$ cat src/rtl/store_align_unit_pkg.sv
// Shared definitions for the store alignment unit: size codes, FSM states
// and the byte-mask helper used to place a store inside a double-word window.
package store_align_unit_pkg;

  localparam logic [1:0] SZ_B = 2'b00;
  localparam logic [1:0] SZ_H = 2'b01;
  localparam logic [1:0] SZ_W = 2'b10;
  localparam logic [1:0] SZ_D = 2'b11;

  typedef enum logic [1:0] {
    IDLE  = 2'd0,
    BEAT0 = 2'd1,
    BEAT1 = 2'd2
  } state_t;

  // Mask is 16 bits wide so it covers two 64-bit words; callers slice 2*B bits.
  function automatic logic [15:0] byte_mask(input logic [1:0] funct3, input logic [2:0] off);
    logic [15:0] base;
    case (funct3)
      SZ_B:    base = 16'h0001;
      SZ_H:    base = 16'h0003;
      SZ_W:    base = 16'h000F;
      SZ_D:    base = 16'h00FF;
      default: base = 16'h0000;
    endcase
    return base << off;
  endfunction

endpackage

$ cat src/rtl/store_align_unit_queue.sv
// Store queue: FIFO with wrap-bit pointers, exposing the head entry and the
// entry behind it so the issuing FSM can chain beats without a bubble.
module store_queue
  import store_align_unit_pkg::*;
#(
  parameter int W     = 66,
  parameter int DEPTH = 2
) (
  input  logic         clk,
  input  logic         rst,
  input  logic         push,
  input  logic [W-1:0] push_data,
  input  logic         pop,
  output logic [W-1:0] head,
  output logic [W-1:0] second,
  output logic         empty,
  output logic         full,
  output logic         second_valid
);

  localparam int AW = $clog2(DEPTH);

  logic [AW:0]   wr_ptr;
  logic [AW:0]   rd_ptr;
  logic [AW:0]   count;
  logic [AW-1:0] rd_next_idx;
  logic [W-1:0]  mem [DEPTH];

  assign count        = wr_ptr - rd_ptr;
  assign empty        = (wr_ptr == rd_ptr);
  assign full         = (wr_ptr[AW] != rd_ptr[AW]) && (wr_ptr[AW-1:0] == rd_ptr[AW-1:0]);
  assign second_valid = (count > {{AW{1'b0}}, 1'b1});
  assign rd_next_idx  = rd_ptr[AW-1:0] + AW'(1);
  assign head         = mem[rd_ptr[AW-1:0]];
  assign second       = mem[rd_next_idx];

  always_ff @(posedge clk) begin
    if (rst) begin
      wr_ptr <= '0;
      rd_ptr <= '0;
    end else begin
      if (push && !full) begin
        wr_ptr <= wr_ptr + (AW+1)'(1);
      end
      if (pop && !empty) begin
        rd_ptr <= rd_ptr + (AW+1)'(1);
      end
    end
  end

  always_ff @(posedge clk) begin
    if (push && !full) begin
      mem[wr_ptr[AW-1:0]] <= push_data;
    end
  end

endmodule

$ cat src/rtl/store_align_unit.sv
// Store alignment unit: queues stores, lane-shifts them into cache write beats.
// Optional macro STORE_SPLIT_EN issues word-crossing stores as two beats.
module store_align_unit
  import store_align_unit_pkg::*;
#(
  parameter int DATA_W = 32,
  parameter int DEPTH  = 2
) (
  input  logic                clk,
  input  logic                rst,
  input  logic                req_valid,
  output logic                req_ready,
  input  logic [31:0]         req_addr,
  input  logic [1:0]          req_funct3,
  input  logic [DATA_W-1:0]   req_data,
  output logic                dc_valid,
  input  logic                dc_ready,
  output logic [31:0]         dc_addr,
  output logic [DATA_W/8-1:0] dc_we,
  output logic [DATA_W-1:0]   dc_wdata,
  output logic                misalign_err,
  output logic                busy
);

  localparam int B     = DATA_W / 8;
  localparam int OFF_W = $clog2(B);
  localparam int EW    = 32 + 2 + DATA_W;

`ifdef STORE_SPLIT_EN
  localparam logic SPLIT = 1'b1;
`else
  localparam logic SPLIT = 1'b0;
`endif

  state_t             state;
  state_t             state_n;
  logic               push;
  logic               pop;
  logic               load;
  logic               load_hi;
  logic               err_n;
  logic [EW-1:0]      req_entry;
  logic [EW-1:0]      q_head;
  logic [EW-1:0]      q_second;
  logic               q_empty;
  logic               q_full;
  logic               q_second_valid;
  logic               use_q;
  logic [EW-1:0]      cand;
  logic               cand_avail;
  logic               cand_ok;
  logic [31:0]        c_addr;
  logic [1:0]         c_f3;
  logic [DATA_W-1:0]  c_data;
  logic [OFF_W-1:0]   c_off;
  logic [15:0]        c_mask16;
  logic [2*B-1:0]     c_mask;
  logic [2*DATA_W-1:0] c_ext;
  logic [2*DATA_W-1:0] c_fdata;
  logic               c_illegal;
  logic [B-1:0]       hi_we;
  logic [DATA_W-1:0]  hi_wdata;

  assign req_ready = !q_full && !rst;
  assign push      = req_valid && req_ready;
  assign req_entry = {req_addr, req_funct3, req_data};
  assign dc_valid  = (state == BEAT0) || (state == BEAT1);
  assign busy      = !q_empty || dc_valid;

  store_queue #(
    .W     (EW),
    .DEPTH (DEPTH)
  ) u_queue (
    .clk          (clk),
    .rst          (rst),
    .push         (push),
    .push_data    (req_entry),
    .pop          (pop),
    .head         (q_head),
    .second       (q_second),
    .empty        (q_empty),
    .full         (q_full),
    .second_valid (q_second_valid)
  );

  // Candidate for the next beat: queue head from IDLE, the entry behind the head
  // once the head pops, or the incoming request when it is about to become head.
  always_comb begin
    use_q = (state == IDLE) ? !q_empty : q_second_valid;
    if (use_q) begin
      cand = (state == IDLE) ? q_head : q_second;
    end else begin
      cand = req_entry;
    end
    cand_avail = use_q || push;
    {c_addr, c_f3, c_data} = cand;
    c_off     = c_addr[OFF_W-1:0];
    c_mask16  = byte_mask(c_f3, 3'(c_off));
    c_mask    = c_mask16[2*B-1:0];
    c_ext     = {{DATA_W{1'b0}}, c_data};
    c_fdata   = c_ext << {c_off, 3'b000};
    c_illegal = ((DATA_W == 32) && (c_f3 == SZ_D)) || (!SPLIT && (|c_mask[2*B-1:B]));
    cand_ok   = cand_avail && !c_illegal;
  end

  // Next-state logic; an illegal candidate after a pop is left for IDLE to discard.
  always_comb begin
    state_n = state;
    pop     = 1'b0;
    load    = 1'b0;
    load_hi = 1'b0;
    err_n   = 1'b0;
    case (state)
      IDLE: begin
        if (!q_empty && c_illegal) begin
          pop   = 1'b1;
          err_n = 1'b1;
        end else if (cand_ok) begin
          load    = 1'b1;
          state_n = BEAT0;
        end else begin
          state_n = IDLE;
        end
      end
      BEAT0: begin
        if (dc_ready) begin
          if (SPLIT && (|hi_we)) begin
            load_hi = 1'b1;
            state_n = BEAT1;
          end else begin
            pop     = 1'b1;
            load    = cand_ok;
            state_n = cand_ok ? BEAT0 : IDLE;
          end
        end else begin
          state_n = BEAT0;
        end
      end
      BEAT1: begin
        if (dc_ready) begin
          pop     = 1'b1;
          load    = cand_ok;
          state_n = cand_ok ? BEAT0 : IDLE;
        end else begin
          state_n = BEAT1;
        end
      end
      default: begin
        state_n = IDLE;
      end
    endcase
  end

  // State and beat output registers; outputs only change on a load or a finished beat.
  always_ff @(posedge clk) begin
    if (rst) begin
      state        <= IDLE;
      dc_addr      <= 32'h0000_0000;
      dc_we        <= '0;
      dc_wdata     <= '0;
      hi_we        <= '0;
      hi_wdata     <= '0;
      misalign_err <= 1'b0;
    end else begin
      state        <= state_n;
      misalign_err <= err_n;
      if (load) begin
        dc_addr  <= c_addr & ~32'(B - 1);
        dc_we    <= c_mask[B-1:0];
        dc_wdata <= c_fdata[DATA_W-1:0];
        hi_we    <= c_mask[2*B-1:B];
        hi_wdata <= c_fdata[2*DATA_W-1:DATA_W];
      end else if (load_hi) begin
        dc_addr  <= dc_addr + 32'(B);
        dc_we    <= hi_we;
        dc_wdata <= hi_wdata;
        hi_we    <= '0;
      end else if (state_n == IDLE) begin
        dc_addr  <= 32'h0000_0000;
        dc_we    <= '0;
        dc_wdata <= '0;
        hi_we    <= '0;
      end else begin
        dc_addr  <= dc_addr;
      end
    end
  end

endmodule

$ cat config.mk
export PLATFORM = sky130hd
export DESIGN_NAME = store_align_unit
export DESIGN_NICKNAME = d
export VERILOG_FILES = /design/src/rtl/store_align_unit_pkg.sv /design/src/rtl/store_align_unit_queue.sv /design/src/rtl/store_align_unit.sv
export SDC_FILE = /design/constraint.sdc
export NUM_CORES = 1
export LEC_CHECK = 0
export BUFFER_PORTS_ARGS = -buffer_cell sky130_fd_sc_hd__buf_2
export CAP_MARGIN = 20
export CORE_ASPECT_RATIO = 1.2
export CORE_MARGIN = 1.5
export CORE_UTILIZATION = 49
export CTS_CLUSTER_SIZE = 30
export DETAILED_ROUTE_END_ITERATION = 10
export PLACE_DENSITY = 0.7
export SLEW_MARGIN = 20
export SYNTH_ARGS = -nofsm -noshare
export SYNTH_HDL_FRONTEND = slang
export SYNTH_SLANG_ARGS = --single-unit
$ cat constraint.sdc
create_clock -name clk -period 7.5 [get_ports clk]
set_clock_uncertainty 0.05 [all_clocks]
set_input_delay 1.5 -clock clk [delete_from_list [all_inputs] [get_ports clk]]
set_output_delay 1.5 -clock clk [all_outputs]
set_load 0.01 [all_outputs]
==> results.md <==
- Outcome: completed
- Fill cell count: 1498
- Post-DRT Antenna Nets: 0
- Final-report setup violation count: 0
- Largest net degree at the start of global routing: 67
- Via count of the routed design: 6136
- Hold_buf cts: 0
- Full die area: between 15000 and 20000 um^2
- Final slew viol count: 0
- H-tree depth: 1
- Post-DR wirelength/cell: around 18 um
- Post-synth top area share: 0.437
- RR Startpoint: state[0]
- Yosys synthesis warning count: 0
- Ys async rst share: 0
- Chip height: ~150 um
- CP Data Arrival Time: between 4000 and 5000 ps
- Grt ovf: 0
- PostCTS Resize Cnt: 0
- Leading post-synthesis cells by cell area: edfxtp_1 44%, dfxtp_1 16%, mux2i_1 7.7%, o31ai_2 5.2%, o211ai_1 3.8%
- Gpl congestion: 0.868
- Clock Tree Buf Depth: 3
- Syn Area/Cell: ~12 um^2
- Critical path origin: state[0]
- Compound-Gate Fraction of Synth Area: 0.172
- Synth Area in Adders: 0.00690
- Worst reg-to-reg setup slack: around 2900 ps
- Max-cap violations: 0
- Final period util: 0.608
- Fin cells: 1125
- First-pass GRT wire length: 31.4 mm
- Drt first pass iters: 4
- Total negative slack: 0 ps
- Slew @ Worst Pin: roughly 1000 ps
- Sequential Area: 5450 um^2
- Share of post-route cells with drive strength above 1: 0.264
- Normalized max-slew margin: 0.329
- DRC viols: 0
- CP Capture Point: dc_addr[18]
- Synthesized cell area: 9070 um^2
- Worst hold path class: reg -> reg
- Clock Root Buffer: clkbuf_16
- Reg-to-Reg End: dc_addr[18]
- Total core area: between 15000 and 20000 um^2
- IO Count: roughly 140
- Static leakage: 4.17 nW
- Worst Path Max Fanout: 66
- Starting DRT DRC Count: 436
- Seq/Total Area, Yosys: 0.600
- CTS buffer count: 22
- Startpoint Class: flip-flop
- WHS: roughly 410 ps
- IO buf count: ~140
- Diodes inserted: 0
- Post-synthesis simple-gate area fraction: 0.0706
- Tmin final: between 4000 and 5000 ps
- #FFs+latches synth: about 210
- VDD IR-drop max: 0.202 mV
- Layout net count: 960
- Largest family of logic cells by synthesized area: compound AO/OA/AOI/OAI gates
- Crit. End Element: flip-flop
- TritonCTS clock tree: yes
- Final Hold Violating Endpoints: 0
- Final wirelength: 20.1 mm
- Commonest non-fill, non-tap cell in the layout: buf_2
- Die Wd: about 130 um
- FF-to-FF path depth: 11
- Multi-input logic area: between 3000 and 4000 um^2
- Synth-to-Final Area Change: 16.6%
- DP HPWL: between 10 and 15 mm
- PD cells: 310 nW/um^2
- F_max: 219 MHz
- Dominant synthesized flop cell: edfxtp_1
- Clk_lat worst skew: approximately 500 ps
- Xor/xnor cell area share of the yosys netlist: 0.00662
- Post-synthesis mux area share: 0.0884
- Unrepaired setup endpoints after global routing: no
- Synth cell types: between 50 and 60
- Vias in the first global route: 5910
- Placed insts: 1085
- Most frequent cells in the layout: 139 x buf_2, 132 x edfxtp_1, 82 x nand2_1
- Gate Count Post-Synth: between 700 and 800
- Worst-path clk slew: ~60 ps
- Kind of critical path: reg -> reg
- Initial Util: 0.499
- Post-synth top area cell: edfxtp_1
- Setup Fix Bufs, Post-CTS: 0
- Initial antenna violation count: 0
- Worst path required time: slightly below 8000 ps
- Site row count: between 50 and 60
- GRT Util Overall: 0.206
- CTS Sinks: 206
- EDFF count, synth: about 130
- Routed vias/inst: about 5.5
[final cells by class]
class | instances | area share
Inverter | 69 | 0.0245
Multi-Input combinational cell | 440 | 0.300
Tap cell | 224 | 0.0265
Clock inverter | 7 | 0.00438
Sequential cell | 206 | 0.515
Timing Repair Buffer | 146 | 0.0707
Clock buffer | 33 | 0.0598
[stage by stage]
step	utilization	area, um^2	setup WS, ps	total power [mW]
after global routing	0.582	10600	2650	3.45
final	0.582	10600	2940	3.28
after global placement	0.545	9900	3090	2.28
after detailed placement	0.545	9900	3020	2.29
after CTS	0.582	10600	2950	3.30
after floorplan	-	9070	2180	2.06
[per-layer routing]
metal	routed length, um	up-vias	GRT usage
li1	-	3019	-
met1	9070	2910	0.282
met5	0	-	0
met2	9620	174	0.337
met3	926	33	0.0299
met4	509	0	0.0693
[registers in the layout, indices dropped and copies added (netlist names), named ones only]
name and cells:
dc_addr 30, dc_wdata 32, dc_we 4, misalign_err 1, state 2, u_queue.mem 132, u_queue.rd_ptr 2, u_queue.wr_ptr 2
[cell usage after synthesis, drive strengths merged, types with 2 or more instances]
| master | count |
|---|---|
| edfxtp | 132 |
| nand2 | 84 |
| dfxtp | 74 |
| mux2i | 72 |
| inv | 69 |
| o31ai | 64 |
| o211ai | 46 |
| o21ai | 46 |
| nor2 | 34 |
| a21oi | 28 |
| clkbuf | 26 |
| buf | 22 |
| o22ai | 8 |
| nand3 | 6 |
| ha | 5 |
| mux2 | 5 |
| xnor2 | 5 |
| or2 | 4 |
| a21o | 3 |
| nand2b | 3 |
| nand4 | 3 |
| a211oi | 2 |
| and2 | 2 |
| and3 | 2 |
| nor2b | 2 |
| o32ai | 2 |
| or3 | 2 |
[logic make-up (layout without fill, tap and decap cells)]
logic type,count (synthesis),in the layout
flip-flops,206,206
AO/OA/AOI/OAI,205,205
AND/OR/NAND/NOR,145,145
buffers and inverters,117,255
multiplexers,77,77
XOR/XNOR,6,6
adder cells (fa/ha/maj),5,5
other,1,2
[how the worst min path moves through the flow]
stage | slack (ps) | depth (start not counted) | startpoint | end
global route | 440 | 2 | dc_addr[25] | dc_addr[25]
finish | 410 | 2 | dc_addr[26] | dc_addr[26]
detailed placement | 410 | 2 | dc_addr[27] | dc_addr[27]
floorplan | 430 | 2 | state[1] | state[1]
CTS | 420 | 2 | dc_addr[27] | dc_addr[27]
global placement | 400 | 2 | dc_addr[27] | dc_addr[27]
[critical path: stages (launching register included)]
cell      delay [ps]
dfxtp_1          390
inv_1             80
ha_1             310
nand2b_1         220
and3_1           460
nor2_8           790
mux2i_4          460
a21oi_2          130
o41ai_1          600
a21oi_4          100
buf_4            420
o31ai_1          390
[where the power goes]
part	internal (mW)	total [mW]	leakage [nW]	switching [mW]
clock	0.586	1.01	0.326	0.421
combinational	0.317	0.942	2.04	0.626
sequential	1.29	1.33	1.81	0.0403
No activity file was read; power rests on OpenSTA's default activity.
